==> config.mk <==
export PLATFORM = sky130hd
export DESIGN_NAME = regfile_scoreboard
export DESIGN_NICKNAME = d
export VERILOG_FILES = /design/src/rtl/regfile_scoreboard.sv
export SDC_FILE = /design/constraint.sdc
export NUM_CORES = 2
export LEC_CHECK = 0
export CELL_PAD_IN_SITES_DETAIL_PLACEMENT = 0
export CELL_PAD_IN_SITES_GLOBAL_PLACEMENT = 1
export CORE_ASPECT_RATIO = 1.2
export CORE_MARGIN = 5
export CORE_UTILIZATION = 25
export DETAILED_ROUTE_END_ITERATION = 10
export PLACE_DENSITY_LB_ADDON = 0.1
export SLEW_MARGIN = 10
export SYNTH_ARGS = -nofsm -noshare
export SYNTH_HDL_FRONTEND = slang
export SYNTH_SLANG_ARGS = --single-unit
export TNS_END_PERCENT = 30
==> constraint.sdc <==
create_clock -name CLK -period 9.6 [get_ports CLK]
set_input_delay 1.92 -clock CLK [delete_from_list [all_inputs] [get_ports CLK]]
set_output_delay 1.92 -clock CLK [all_outputs]
set_load 0.02 [all_outputs]
==> src/rtl/regfile_scoreboard.sv <==
// Register file with pending-write scoreboard and write-to-read bypass for the decode/writeback stages.
// Latency: reads, RBUSY and ISSUE_OK are combinational; writes, counters and ERR update on the next posedge.
// Backpressure: ISSUE_OK=0 means the reservation is ignored and decode must hold ISSUE_EN/ISSUE_DST.
module regfile_scoreboard #(
   parameter int DATA_W = 32,
   parameter int ADDR_W = 5,
   parameter int NREAD  = 2,
   parameter int BYPASS = 1,
   parameter int CNT_W  = 2
) (
   input  logic                      CLK,
   input  logic                      RST,
   input  logic [NREAD*ADDR_W-1:0]   IR,
   output logic [NREAD*DATA_W-1:0]   OR,
   output logic [NREAD-1:0]          RBUSY,
   input  logic                      WE,
   input  logic [ADDR_W-1:0]         W,
   input  logic [DATA_W-1:0]         Din,
   input  logic                      ISSUE_EN,
   input  logic [ADDR_W-1:0]         ISSUE_DST,
   output logic                      ISSUE_OK,
   output logic                      ERR,
   output logic [DATA_W-1:0]         a0,
   output logic [DATA_W-1:0]         v0,
   output logic [DATA_W-1:0]         ra
);

   localparam int DEPTH = 1 << ADDR_W;
   localparam logic [CNT_W-1:0] CNT_MAX = '1;
   localparam logic [CNT_W-1:0] CNT_ONE = CNT_W'(1);

   logic [DATA_W-1:0] reg_q [DEPTH];
   logic [DATA_W-1:0] reg_d [DEPTH];
   logic [CNT_W-1:0]  cnt_q [DEPTH];
   logic [CNT_W-1:0]  cnt_d [DEPTH];
   logic              err_q;
   logic              err_d;

   logic wr_en;       // architectural write (register 0 is never written)
   logic dec;         // writeback retires one pending reservation
   logic issue_acc;   // reservation accepted this cycle
   logic same_reg;    // issue and retire hit the same register: net change is zero

   assign wr_en     = WE && (W != '0);
   assign dec       = wr_en && (cnt_q[W] != '0);
   // A full counter can still take a new reservation when that same register retires one this cycle.
   assign ISSUE_OK  = (ISSUE_DST == '0) || (cnt_q[ISSUE_DST] != CNT_MAX) || (dec && (ISSUE_DST == W));
   assign issue_acc = ISSUE_EN && ISSUE_OK && (ISSUE_DST != '0);
   assign same_reg  = issue_acc && dec && (ISSUE_DST == W);

   // Next-state for register contents, pending counters and the sticky error flag.
   always_comb begin
      reg_d = reg_q;
      cnt_d = cnt_q;
      err_d = err_q;
      if (wr_en) begin
         reg_d[W] = Din;
         // Writeback with nothing outstanding is still committed, but flagged.
         if (cnt_q[W] == '0) begin
            err_d = 1'b1;
         end
      end
      if (issue_acc && !same_reg) begin
         cnt_d[ISSUE_DST] = cnt_q[ISSUE_DST] + CNT_ONE;
      end
      if (dec && !same_reg) begin
         cnt_d[W] = cnt_q[W] - CNT_ONE;
      end
      reg_d[0] = '0;
      cnt_d[0] = '0;
   end

   // State registers; reset wins over any write or issue in the same cycle.
   always_ff @(posedge CLK) begin
      if (RST) begin
         for (int i = 0; i < DEPTH; i++) begin
            reg_q[i] <= '0;
            cnt_q[i] <= '0;
         end
         err_q <= 1'b0;
      end else begin
         reg_q <= reg_d;
         cnt_q <= cnt_d;
         err_q <= err_d;
      end
   end

   // Independent read ports with optional same-cycle forwarding of writeback data.
   for (genvar g = 0; g < NREAD; g++) begin : g_rd
      logic [ADDR_W-1:0] rd_addr;
      logic              fwd;
      assign rd_addr = IR[g*ADDR_W +: ADDR_W];
      assign fwd     = (BYPASS != 0) && WE && (W == rd_addr);
      assign OR[g*DATA_W +: DATA_W] = (rd_addr == '0) ? '0 :
                                      fwd            ? Din : reg_q[rd_addr];
      // Last outstanding write arriving via the bypass makes the register usable now.
      assign RBUSY[g] = (rd_addr != '0) && (cnt_q[rd_addr] != '0) &&
                        !(fwd && (cnt_q[rd_addr] == CNT_ONE));
   end

   assign ERR = err_q;
   assign a0  = reg_q[4];
   assign v0  = reg_q[2];
   assign ra  = reg_q[31];

endmodule
### Word level (Yosys, flattened, before mapping)

Cells that the tools add are included.

| storage, ports and cells | value |
|---|---|
| flip-flop bits (word level) | 1057 |
| output and inout bits | 164 |
| input bits | 56 |
| logic and storage cells | 151 |

| operators by class | value |
|---|---|
| order comparisons | 6 |
| $add $sub $neg | 2 |
| bitwise logic cells | 4 |
| reduce and logical (&&, ||, !) cells | 36 |
| equal/unequal tests | 6 |
| muxes and demuxes | 33 |

Operators by type and width:

| kind | number |
|---|---|
| $bwmux W1024 | 1 |
| $bmux W32 S5 | 2 |
| $mux W32 | 9 |
| $demux W32 S5 | 1 |
| $bwmux W64 | 2 |
| $mux W64 | 1 |
| $mux W62 | 1 |
| $bmux W2 S5 | 4 |
| $ge A6 B6 Y1 const B | 4 |
| $not A5 Y6 | 4 |
| $demux W2 S5 | 2 |
| $mux W2 | 10 |
| $reduce_bool A5 Y1 | 4 |
| $logic_and A1 B1 Y1 | 19 |
| $eq A5 B5 Y1 | 3 |
| $logic_not A5 Y1 | 3 |
| $lt A6 B1 Y1 const B | 2 |
| $reduce_bool A2 Y1 | 3 |
| $eq A2 B1 Y1 const B | 2 |
| $logic_not A1 Y1 | 3 |
| $add A2 B1 Y2 const B | 1 |
| $logic_not A2 Y1 | 1 |
| $logic_or A1 B1 Y1 | 2 |
| $ne A2 B2 Y1 const B | 1 |
| other kinds (2) | 2 |

### Logic depth before layout (Yosys ltp)

| depth | value |
|---|---|
| word-level depth | 17 |
| mapped depth | 18 |
| depth with buffers taken out | 13 |

### Worst setup path before layout

OpenSTA, ideal clock, no wires.

| path | value |
|---|---|
| path type | input port to output port |
| from | in W[2] |
| to | out ISSUE_OK |
| slack | 3.222 ns |
| stages | 14 |
| data arrival time | 4.458 ns |
| data required time | 7.680 ns |
| buffers on the path | 3 |
| cell sequence | buf_2 > or3b_2 > clkbuf_1 > nor2_1 > nor3_1 > nor2_1 > nand4b_1 > clkbuf_1 > inv_1 > ha_1 > nand2b_1 > a21oi_2 > and3_1 > or2_2 |

| between the ends | value |
|---|---|
| longest elaborated chain between the ends | 8 |
| elaborated cells on any way between the ends | 11 |
| those cells by class | eq/ne (1); mux (3); bitwise (1); reduce/logical (6) |

RTL lines:

| element | line | text |
|---|---|---|
| from (decl) | 17 | `input logic [ADDR_W-1:0] W,` |
| $not A5 Y6 (not written as such) | 45 | `assign dec = wr_en && (cnt_q[W] != '0);` |
| $bmux W2 S5 | 45 |  |
| $mux W2 (not written as such) (2 in a row) | 45 |  |
| $reduce_bool A2 Y1 | 45 |  |
| $logic_and A1 B1 Y1 | 45 |  |
| $logic_and A1 B1 Y1 * | 47 | `assign ISSUE_OK = (ISSUE_DST == '0) \|\| (cnt_q[ISSUE_DST] != CNT_MAX) \|\| (dec && (ISSUE_DST == W));` |
| $logic_or A1 B1 Y1 * | 47 |  |
| to (decl) | 21 | `output logic ISSUE_OK,` |

Every way passes the cells marked *; elsewhere a longest branch is shown, timed or not. The select of a mux whose other input is x is not followed.

### Worst setup path in the final report

Ends and elaborated chain as after synthesis.

==> metrics <==
status finished, final reports clean; vias just over 50000; vias per cell 5.41; initial antenna violation count 19; worst path cell trace clkdlybuf4s50_1 > nor2_1 > nand2_1 > o221ai_1 > o21ai_0 > nand4b_1 > inv_1 > ha_2 > nand2b_1 > a21oi_2 > and3_1 > or2_2 > clkdlybuf4s50_1; Final Cell Area roughly 0.066 mm²; maximum vdd ir drop approximately 180 µV; I/O Pins 220; dominant cells by area after synthesis dfxtp_1 37%, mux4_2 18%, nand2_1 14%; startpoint types input port; Synth Area per Inst slightly below 9 µm²; top-count cell post-synth nand2_1; Die H 536 µm; worst skew pair latency between 0.7 and 0.8 ns; final wirelength slightly below 300000 µm; initial DRC count about 5000; fmax approximately 0.12 GHz; largest area contributor in the netlist dfxtp_1; RSZ-0062 raised after global routing no; Final Max Tran Viols 0; P_leak 20.8 nW; starting density of the core 0.251; Worst-path clk slew roughly 0.060 ns; HPWL Detailed 191000 µm; DIE WIDTH about 450 µm; nets between 6000 and 7000; Total GRT Usage 0.240; # Post-CTS Setup Buffers 0; Final min period around 8.3 ns; PwrDens 162 mW/mm²; final setup vio count 0; Final ANT Viol Nets 0; Max Cap Viol 0; CP required around 7.7 ns; Netlist cell types 68; DP Cell Count about 9300; CP Class input port to output pin; clock tree buffer depth 3; Synth Flop Type dfxtp_1; ys async rst share 0; Final GP Congestion approximately 0.86; HP Class flip-flop to flip-flop; Layout Skew ~0.011 ns; Slew @ Worst Pin about 1.2 ns; # H-tree levels 4; routed wire length per instance ~31 µm; grt total ovfl 0; drt first pass iters 6; synthesis-to-layout area growth 14.9%; TritonCTS buffer count around 130; slowest cell on the critical path clkdlybuf4s50_1; number of enable flip-flop cells after synthesis 0; Commonest cells post-synth 2146 x nand2_1, 1055 x dfxtp_1, 1028 x a21oi_1; Non-Filler Instances roughly 9500; largest net degree at the start of global routing between 150 and 200; crit-path max cell delay a little over 0.9 ns; final hold viol count 0; crit path DAT roughly 6.3 ns; Min Hold Slack 0.463 ns; Resized Gates After CTS 0; Die ar. 0.240 mm²; most used cell, CP clkdlybuf4s50_1; Mapped Cells 6663; PortBufs approximately 220; Seq/Total Area, Yosys 0.366; Core Area approximately 0.23 mm²; Slew headroom 0.201; crit-path max FO 18; Cell Area, Synth between 0.05 and 0.06 mm²; # clock sinks approximately 1100; CP Capture Type output pin; Hold Buf Count CTS 0; CTS root buffer clkbuf_16; setup tns final 0 ns; #FFs+latches synth between 1000 and 1500; syn_nets 6721; Placed Instance Area between 0.06 and 0.07 mm²; post-synth top area share 0.366; global-route wire length before repair 412000 µm; DRC errors left 0; num rows approximately 190; Final Cycle Share 0.861; warnings from Yosys 0; CTS tree done; fin util 0.288; share of cells above drive strength 1 0.174; vias in the first global route about 48000
==> critical path: cells and delay by family <==
family	cells	cell delay, ns
compound gates	3	1.01
fa+ha+maj	1	0.18
buf+inv	3	1.58
simple gates	6	1.62
==> per-layer routing <==
| metal | global-route usage | up-vias | part of all wire |
|---|---|---|---|
| met4 | 0.0649 | 6 | 0.029 |
| met1 | 0.342 | 26424 | 0.46 |
| met2 | 0.376 | 1909 | 0.45 |
| met5 | 0 | - | 0.00013 |
| li1 | - | 22941 | - |
| met3 | 0.0387 | 309 | 0.064 |
==> final cells by class <==
class	instances	area (µm²)
Clock inverter	41	419
Inverter	8	31.3
Fill cell	24126	164000
Multi-Input combinational cell	4789	33100
Sequential cell	1055	21100
Clock buffer	191	3920
Tap cell	3022	3780
Antenna cell	7	17.5
Timing Repair Buffer	430	3890
==> final timing paths <==
check | startpoint | endpoint | slack, ns | cells past startpoint
worst min register to register | reg_q[44] | reg_q[44] | 0.46 | 2
worst min-delay path | reg_q[44] | reg_q[44] | 0.46 | 2
worst max-delay path | W[2] | ISSUE_OK | 1.34 | 13
worst max register to register | cnt_q[61] | cnt_q[21] | 5.20 | 14
==> flip-flops by register name, summed over array words and instances (netlist names) <==
| name | cells |
|---|---|
| reg_q | 896 |
| cnt_q | 62 |
| a0 | 32 |
| ra | 32 |
| v0 | 32 |
| ERR | 1 |
==> placed cells by master (no fill, tap or decap), types with 20 or more instances in the layout <==
| cell type | count |
|---|---|
| a21boi_0 | 49 |
| a21oi_1 | 1028 |
| a221oi_1 | 68 |
| clkbuf_8 | 27 |
| mux4_2 | 470 |
| a22oi_1 | 38 |
| nor3_1 | 51 |
| mux2i_1 | 167 |
| and2_1 | 25 |
| clkdlybuf4s50_1 | 198 |
| dfxtp_1 | 1055 |
| clkinv_2 | 25 |
| o22ai_1 | 50 |
| nor2_4 | 32 |
| clkbuf_16 | 138 |
| a211oi_1 | 60 |
| mux2_2 | 118 |
| a311oi_1 | 38 |
| buf_4 | 200 |
| o211ai_1 | 26 |
| nor2_1 | 98 |
| nand2_1 | 2125 |
| nand2_2 | 20 |
| o21ai_0 | 82 |
| clkbuf_1 | 26 |
==> where the power goes <==
group,total (W),internal [W],leakage (nW),switching (W)
registers,0.00444,0.00441,8.50,0.0000324
clock network,0.00516,0.00298,2.14,0.00218
logic,0.00111,0.000319,10.1,0.000786
total,0.0107,0.00771,20.8,0.00300
==> cell families (layout without fill, tap and decap cells) <==
family                   after synthesis  count (layout)  share of synthesized area
AO/OA/AOI/OAI                       1559            1559                      0.160
buffers and inverters                819             670                     0.0678
XOR/XNOR                              15              15                    0.00228
AND/OR/NAND/NOR                     2458            2458                      0.168
other                                  0               7                          0
multiplexers                         755             755                      0.236
flip-flops                          1055            1055                      0.366
adder cells (fa/ha/maj)                2               2                   0.000434
==> per-stage QoR <==
step	worst slack [ns]	power, W
global route	1.18	0.0111
finish	1.34	0.0107
global placement	1.43	0.00565
detailed placement	1.39	0.00565
CTS	1.38	0.0109
floorplan	3.22	0.00516
(Power assumes the default switching activity.)
